<file path="src/rtl/demux_router_pkg.sv">
// Shared types for the demux_router slice: FSM state encoding and lane-count limit.
// Purely declarative; no latency or backpressure of its own.
package demux_router_pkg;

    typedef enum logic {EMPTY, FULL} rt_state_e;

    localparam int MAX_NOUT = 16;

endpackage

</file>
<file path="src/rtl/demux_router_sat_counter.sv">
// Saturating event counter: +1 per cycle with inc high, sticks at all-ones, 1-cycle update.
// No backpressure; cleared only by rst.
module sat_counter #(
    parameter int CNTW = 8
) (
    input  logic            clk,
    input  logic            rst,
    input  logic            inc,
    output logic [CNTW-1:0] count
);

    always_ff @(posedge clk) begin
        if (rst) begin
            count <= '0;
        end else if (inc && (count != {CNTW{1'b1}})) begin
            count <= count + CNTW'(1);
        end
    end

endmodule

</file>
<file path="src/rtl/demux_router.sv">
// Single-entry 1-to-NOUT demux: beat appears on its lane 1 cycle after accept; in_ready drops while the target lane stalls.
// Define ROUTE_STATS_EN to build the per-lane saturating delivery counters on lane_cnt.
module demux_router
    import demux_router_pkg::*;
#(
    parameter int DW   = 8,
    parameter int NOUT = 4,
    parameter int SELW = $clog2(NOUT),
    parameter int CNTW = 8
) (
    input  logic                 clk,
    input  logic                 rst,
    input  logic                 in_valid,
    output logic                 in_ready,
    input  logic [DW-1:0]        in_data,
    input  logic [SELW-1:0]      in_sel,
    output logic [NOUT-1:0]      out_valid,
    input  logic [NOUT-1:0]      out_ready,
    output logic [DW-1:0]        out_data,
    output logic                 err_sel,
    output logic [NOUT*CNTW-1:0] lane_cnt
);

    rt_state_e       state_q;
    rt_state_e       state_d;
    logic [DW-1:0]   data_q;
    logic [SELW-1:0] sel_q;
    logic            deliver;
    logic            accept;
    logic            sel_legal;

    // Only reachable for non-power-of-two NOUT; such beats are consumed and dropped.
    assign sel_legal = (int'(in_sel) < NOUT);
    assign accept    = in_valid & in_ready;
    assign out_data  = data_q;

    always_ff @(posedge clk) begin
        if (rst) begin
            state_q <= EMPTY;
        end else begin
            state_q <= state_d;
        end
    end

    always_comb begin
        state_d = state_q;
        if (accept && sel_legal) begin
            state_d = FULL;
        end else if (deliver) begin
            state_d = EMPTY;
        end
    end

    always_comb begin
        out_valid = '0;
        deliver   = 1'b0;
        for (int i = 0; i < NOUT; i++) begin
            if ((state_q == FULL) && (sel_q == SELW'(i))) begin
                out_valid[i] = 1'b1;
                deliver      = out_ready[i];
            end
        end
        in_ready = (state_q == EMPTY) | deliver;
    end

    always_ff @(posedge clk) begin
        if (rst) begin
            data_q  <= '0;
            sel_q   <= '0;
            err_sel <= 1'b0;
        end else begin
            err_sel <= accept & ~sel_legal;
            if (accept && sel_legal) begin
                data_q <= in_data;
                sel_q  <= in_sel;
            end
        end
    end

`ifdef ROUTE_STATS_EN
    for (genvar i = 0; i < NOUT; i++) begin : g_lane_cnt
        sat_counter #(
            .CNTW (CNTW)
        ) u_cnt (
            .clk   (clk),
            .rst   (rst),
            .inc   (out_valid[i] & out_ready[i]),
            .count (lane_cnt[i*CNTW +: CNTW])
        );
    end
`else
    assign lane_cnt = '0;
`endif

endmodule

</file>
<file path="config.mk">
export PLATFORM = sky130hd
export DESIGN_NAME = demux_router
export DESIGN_NICKNAME = d
export VERILOG_FILES = /design/src/rtl/demux_router_pkg.sv /design/src/rtl/demux_router_sat_counter.sv /design/src/rtl/demux_router.sv
export SDC_FILE = /design/constraint.sdc
export NUM_CORES = 1
export LEC_CHECK = 0
export CORE_ASPECT_RATIO = 0.8
export CORE_MARGIN = 2
export CORE_UTILIZATION = 35
export DETAILED_ROUTE_END_ITERATION = 10
export PLACE_DENSITY = 0.9
export REMOVE_ABC_BUFFERS = 1
export SYNTH_ARGS = -nofsm -noshare
export SYNTH_HDL_FRONTEND = slang
export SYNTH_SLANG_ARGS = --single-unit
</file>
<file path="constraint.sdc">
create_clock -name clk -period 2.3 [get_ports clk]
set_input_delay 0.69 -clock clk [delete_from_list [all_inputs] [get_ports clk]]
set_output_delay 0.69 -clock clk [all_outputs]
set_load 0.05 [all_outputs]
</file>
# Word-level counts from Yosys, hierarchy flattened
# Cells that the tools add are included.
# classes
n_eq_ne	3
mux	10
bitwise_logic	3
reduce_logical	6
# ops
op	count
two-way mux 1 bit	10
== test 2 bit (second input constant)	2
logical AND 1 bit	4
== test 2 x 1 -> 1 bit (second input constant)	1
zero test 2 bit	1
nonzero test 2 bit	1
bitwise AND 1 bit	1
NOT 1 bit	1
OR 1 bit	1
# totals
ff_bits	11
in_bits	17
output_inout_bits	46
elab_cells	25

# Depth between registers and ports, before layout
# depth
depth_word	9
ltp_mapped	4
depth_no_buf	3

# Least setup slack after synthesis
# OpenSTA, ideal clock, no wires.
# synth_timing
kind	input to output
from	input out_ready[1]
to	output in_ready
arrival_time_ns	1.650
t_required_ns	1.610
setup_slack_ns	-0.040
path_stages	2
n_path_buf	0
cell_sequence	mux2i_1 a22oi_1
# synth_via
elab_chain_len	4
# synth_lines
item	line	rtl
start, declared	demux_router.sv:18	input logic [NOUT-1:0] out_ready,
two-way mux 1 bit (3 in a row)	demux_router.sv:58	if ((state_q == FULL) && (sel_q == SELW'(i))) begin
OR 1 bit	demux_router.sv:63	in_ready = (state_q == EMPTY) | deliver;
end, declared	demux_router.sv:14	output logic in_ready,
# No other way between the ends.

# Worst setup path in the final report
# Same ends and word-level chain as after synthesis.

==> run summary <==
The sequential cell area came out at 220 um2. After the last flow step, the layout net total stands at 146. The worst-case headroom to the max-slew limit came out at 66.4%. The repair_antennas step left the layout with diodes totalling 0. The cell area after layout came out at 1100 um2.

The global-route wire length before repair is 2080 um. The amount of wire on met3 after detailed routing came out at 187 um. The largest stage delay on the critical path is 0.23 ns.

Wire segments on met2 add up to 802 um in the final route. The total negative slack for setup checks is 0 ns. Of the total power, the clock network draws 19.6%.

63 I/O pins were placed. In this run the top signal layer used is met4. The number of register bits inferred by synthesis came out at 11.

The logic gate share of total power came out at 46.7%. At the placement stage, the worst setup path has a slack of -0.0952 ns. The critical-path cell with the highest stage delay is dlygate4sd2_1. The static power due to leakage is 0.526 nW. Together, buffers and inverters on the worst path number 3. The total detailed-routing wirelength is 1460 um.

The multi-input gate area in the final layout is 443 um2. The clock insertion delay at the later pin of the skew report came out at 0.26 ns. In the routed layout, each cell is associated on average with a via count of 3.95. The number of routed nets with antenna violations is 0. The maximum number of buffers from clock root to sink came out at 2.

The transition time at the pin with the least slew margin is 0.503 ns. The ratio of final minimum period to clock period is 96.1%. The post-synthesis cell area came out at 813 um2. The standard-cell row count is 15. Static timing analysis puts the maximum clock frequency at 0.453 GHz.

Input and output buffers added on the ports amount to 29. The tree is rooted in a clkbuf_4. STA classifies the critical path endpoint as a primary output. The worst clock skew on the final layout came out at 0.00586 ns. The required time of the critical path is 1.61 ns.

The via count is 605. The core area came out at 2180 um2. The clock sink count is 11. The total overflow reported by the global router is 0. The post-layout worst setup margin is 0.0903 ns. The initial antenna violation count is 0. Sequential cells burn 33.7% of the power.

The number of global-route vias before repair came out at 530. The arrival time of the worst setup path is 1.52 ns. The internal power of the cells totals 0.000363 W.

The width of the chip is 57.9 um. The last weighted congestion value of the routability-driven placer is 0.705. The post-synthesis cell type count came out at 17. Traced cell by cell, the critical path runs through dlygate4sd2_1 -> mux2i_1 -> a22oi_1 -> buf_4 -> buf_12. Averaged over all synthesized cells, the footprint is 9.04 um2.

The overall die area is 2730 um2. The largest fanout on the critical path is 2. The kind of cell adding the most delay to the critical path is buffers and inverters. The largest net degree at the start of global routing came out at 22. The vertical die dimension came out at 47.1 um. Summed over all nets, the switching power comes to 0.000272 W. The total DRC errors in the routed layout came out at 0. The clock buffer count from CTS is 3. The initial core utilization came out at 37.4%. The first-iteration detailed-routing DRC count is 4. The register clock-pin slew on the reported worst setup and hold paths is 0.07 ns.

The worst setup path is launched from an input port. Summing all placed instances gives a cell area of 1040 um2. The total routed wire length on the met1 layer is 449 um.

The post-layout minimum cycle time came out at 2.21 ns. The worst hold path belongs to the class reg -> reg. The worst supply voltage drop on vdd came out at 0.358 mV. The number of filler instances in the final layout came out at 202.

The post-cts hold buffer count came out at 0. Setup repair after global routing left no endpoint under its margin. The number of levels the H-tree was split into is 1. The final-report setup violation count is 0. The flow ran to the end, and the final reports show no timing, DRC or antenna violations.

The power after layout is 0.000634 W. Of the cells placed in the final design, the portion with a size suffix greater than 1 is 17.2%. The max-slew violation total from the final report came out at 0.

The kind of critical path is in -> out. TritonCTS built the clock tree. The share of total power consumed by net switching is 42.8%. Dividing the detail-routed wire length by the instance count gives 9.52 um. The number of warnings issued by yosys is 0.

The iteration count of the initial detailed-routing pass is 4. Across every metal layer, demand over resource in global routing totals 10.6%. Counting every instance in the synthesized netlist gives 90. The number of failing hold endpoints at the final stage came out at 0.

From synthesis to final layout, the design area changed by 35.5%. For this run, the register share of the synthesized area comes to 27.1%. The number of maximum-capacitance violations came out at 0. For this design the ratio of total power to cell area is 575 nW/um2.
-- cell type report --
class	count	area share (%)
clock buffer	4	2.38
inverter	1	0.341
multi-input combinational	74	40.2
sequential	11	20.0
tap	25	2.84
timing repair buffer	38	34.3
-- power groups by stage --
| stage | logic [W] | registers (W) | clock network, W |
|---|---|---|---|
| final | 0.000296 | 0.000214 | 0.000124 |
| after global routing | 0.000310 | 0.000215 | 0.000145 |
| after CTS | 0.000297 | 0.000214 | 0.000132 |
| after detailed placement | 0.000289 | 0.000218 | 0 |
| after global placement | 0.000285 | 0.000217 | 0 |
| after floorplan | 0.000172 | 0.000252 | 0 |
-- cell usage in the layout (no fill, tap or decap), types with 2 or more instances in the layout --
master / count
clkbuf_4: 3
and2b_2: 2
dfxtp_1: 11
conb_1: 33
nand2b_1: 19
buf_12: 3
mux2i_1: 12
clkdlybuf4s50_1: 20
buf_4: 11
dlygate4sd2_1: 4
-- worst reg2reg max path: stages, from the launching register on --
cell and delay (ns):
dfxtp_1 0.45, mux2i_1 0.14, buf_4 0.14, buf_4 0.12, buf_4 0.12, buf_4 0.12
a221oi_2 0.27, buf_4 0.26, mux2i_1 0.21
-- final timing paths --
path / from / slack [ns] / cells after the start / endpoint
setup / recovery: out_ready[1] / 0.09 / 5 / in_ready
hold / removal: out_data[3] / 0.48 / 2 / out_data[3]
setup reg to reg: sel_q[0] / 0.40 / 8 / out_data[7]
hold reg to reg: out_data[3] / 0.48 / 2 / out_data[3]
-- cell usage after synthesis --
master,instances,area (um2)
mux2i_1,12,120
a221oi_2,1,15.0
conb_1,1,3.75
clkbuf_1,2,7.51
buf_6,1,11.3
and3_2,1,7.51
buf_4,33,248
a21oi_1,1,5.00
nand2b_1,19,119
and2b_2,2,17.5
a22oi_1,1,7.51
nor2b_1,1,6.26
or2b_1,1,7.51
inv_1,1,3.75
and2_1,1,6.26
dfxtp_1,11,220
and2_2,1,7.51
-- repair_timing --
action	CTS	global route
setup endpoints to repair	1	0
buffers inserted	5	0
gates resized for setup	4	0
-- metrics by stage --
| stage | utilization, % | hold slack, ns | std cells |
|---|---|---|---|
| after CTS | 50.6 | 0.479 | 153 |
| after floorplan | - | 0.465 | 86 |
| after detailed placement | 47.9 | 0.462 | 144 |
| final | 50.6 | 0.477 | 153 |
| after global placement | 47.9 | 0.460 | 144 |
| after global routing | 50.6 | 0.501 | 153 |
-- sequential cells by signal, indices dropped and copies added (netlist names) --
register,cells
state_q,1
out_data,8
sel_q,2
-- cells by family (layout without fill, tap and decap cells) --
| logic type | after synthesis | after routing | share of synthesized area [%] |
|---|---|---|---|
| compound gates | 3 | 3 | 3.38 |
| buf+inv | 37 | 43 | 33.2 |
| flops | 11 | 11 | 27.1 |
| mux | 12 | 12 | 14.8 |
| other cells | 1 | 33 | 0.461 |
| simple gates | 26 | 26 | 21.1 |
-- layer usage --
layer | vias to the layer above | global-route usage, %
li1 | 298 | -
met5 | - | 0
met1 | 263 | 7.95
met2 | 42 | 23.0
met3 | 2 | 6.34
met4 | 0 | 2.79
Note: power is estimated with default switching activity, not from simulation.
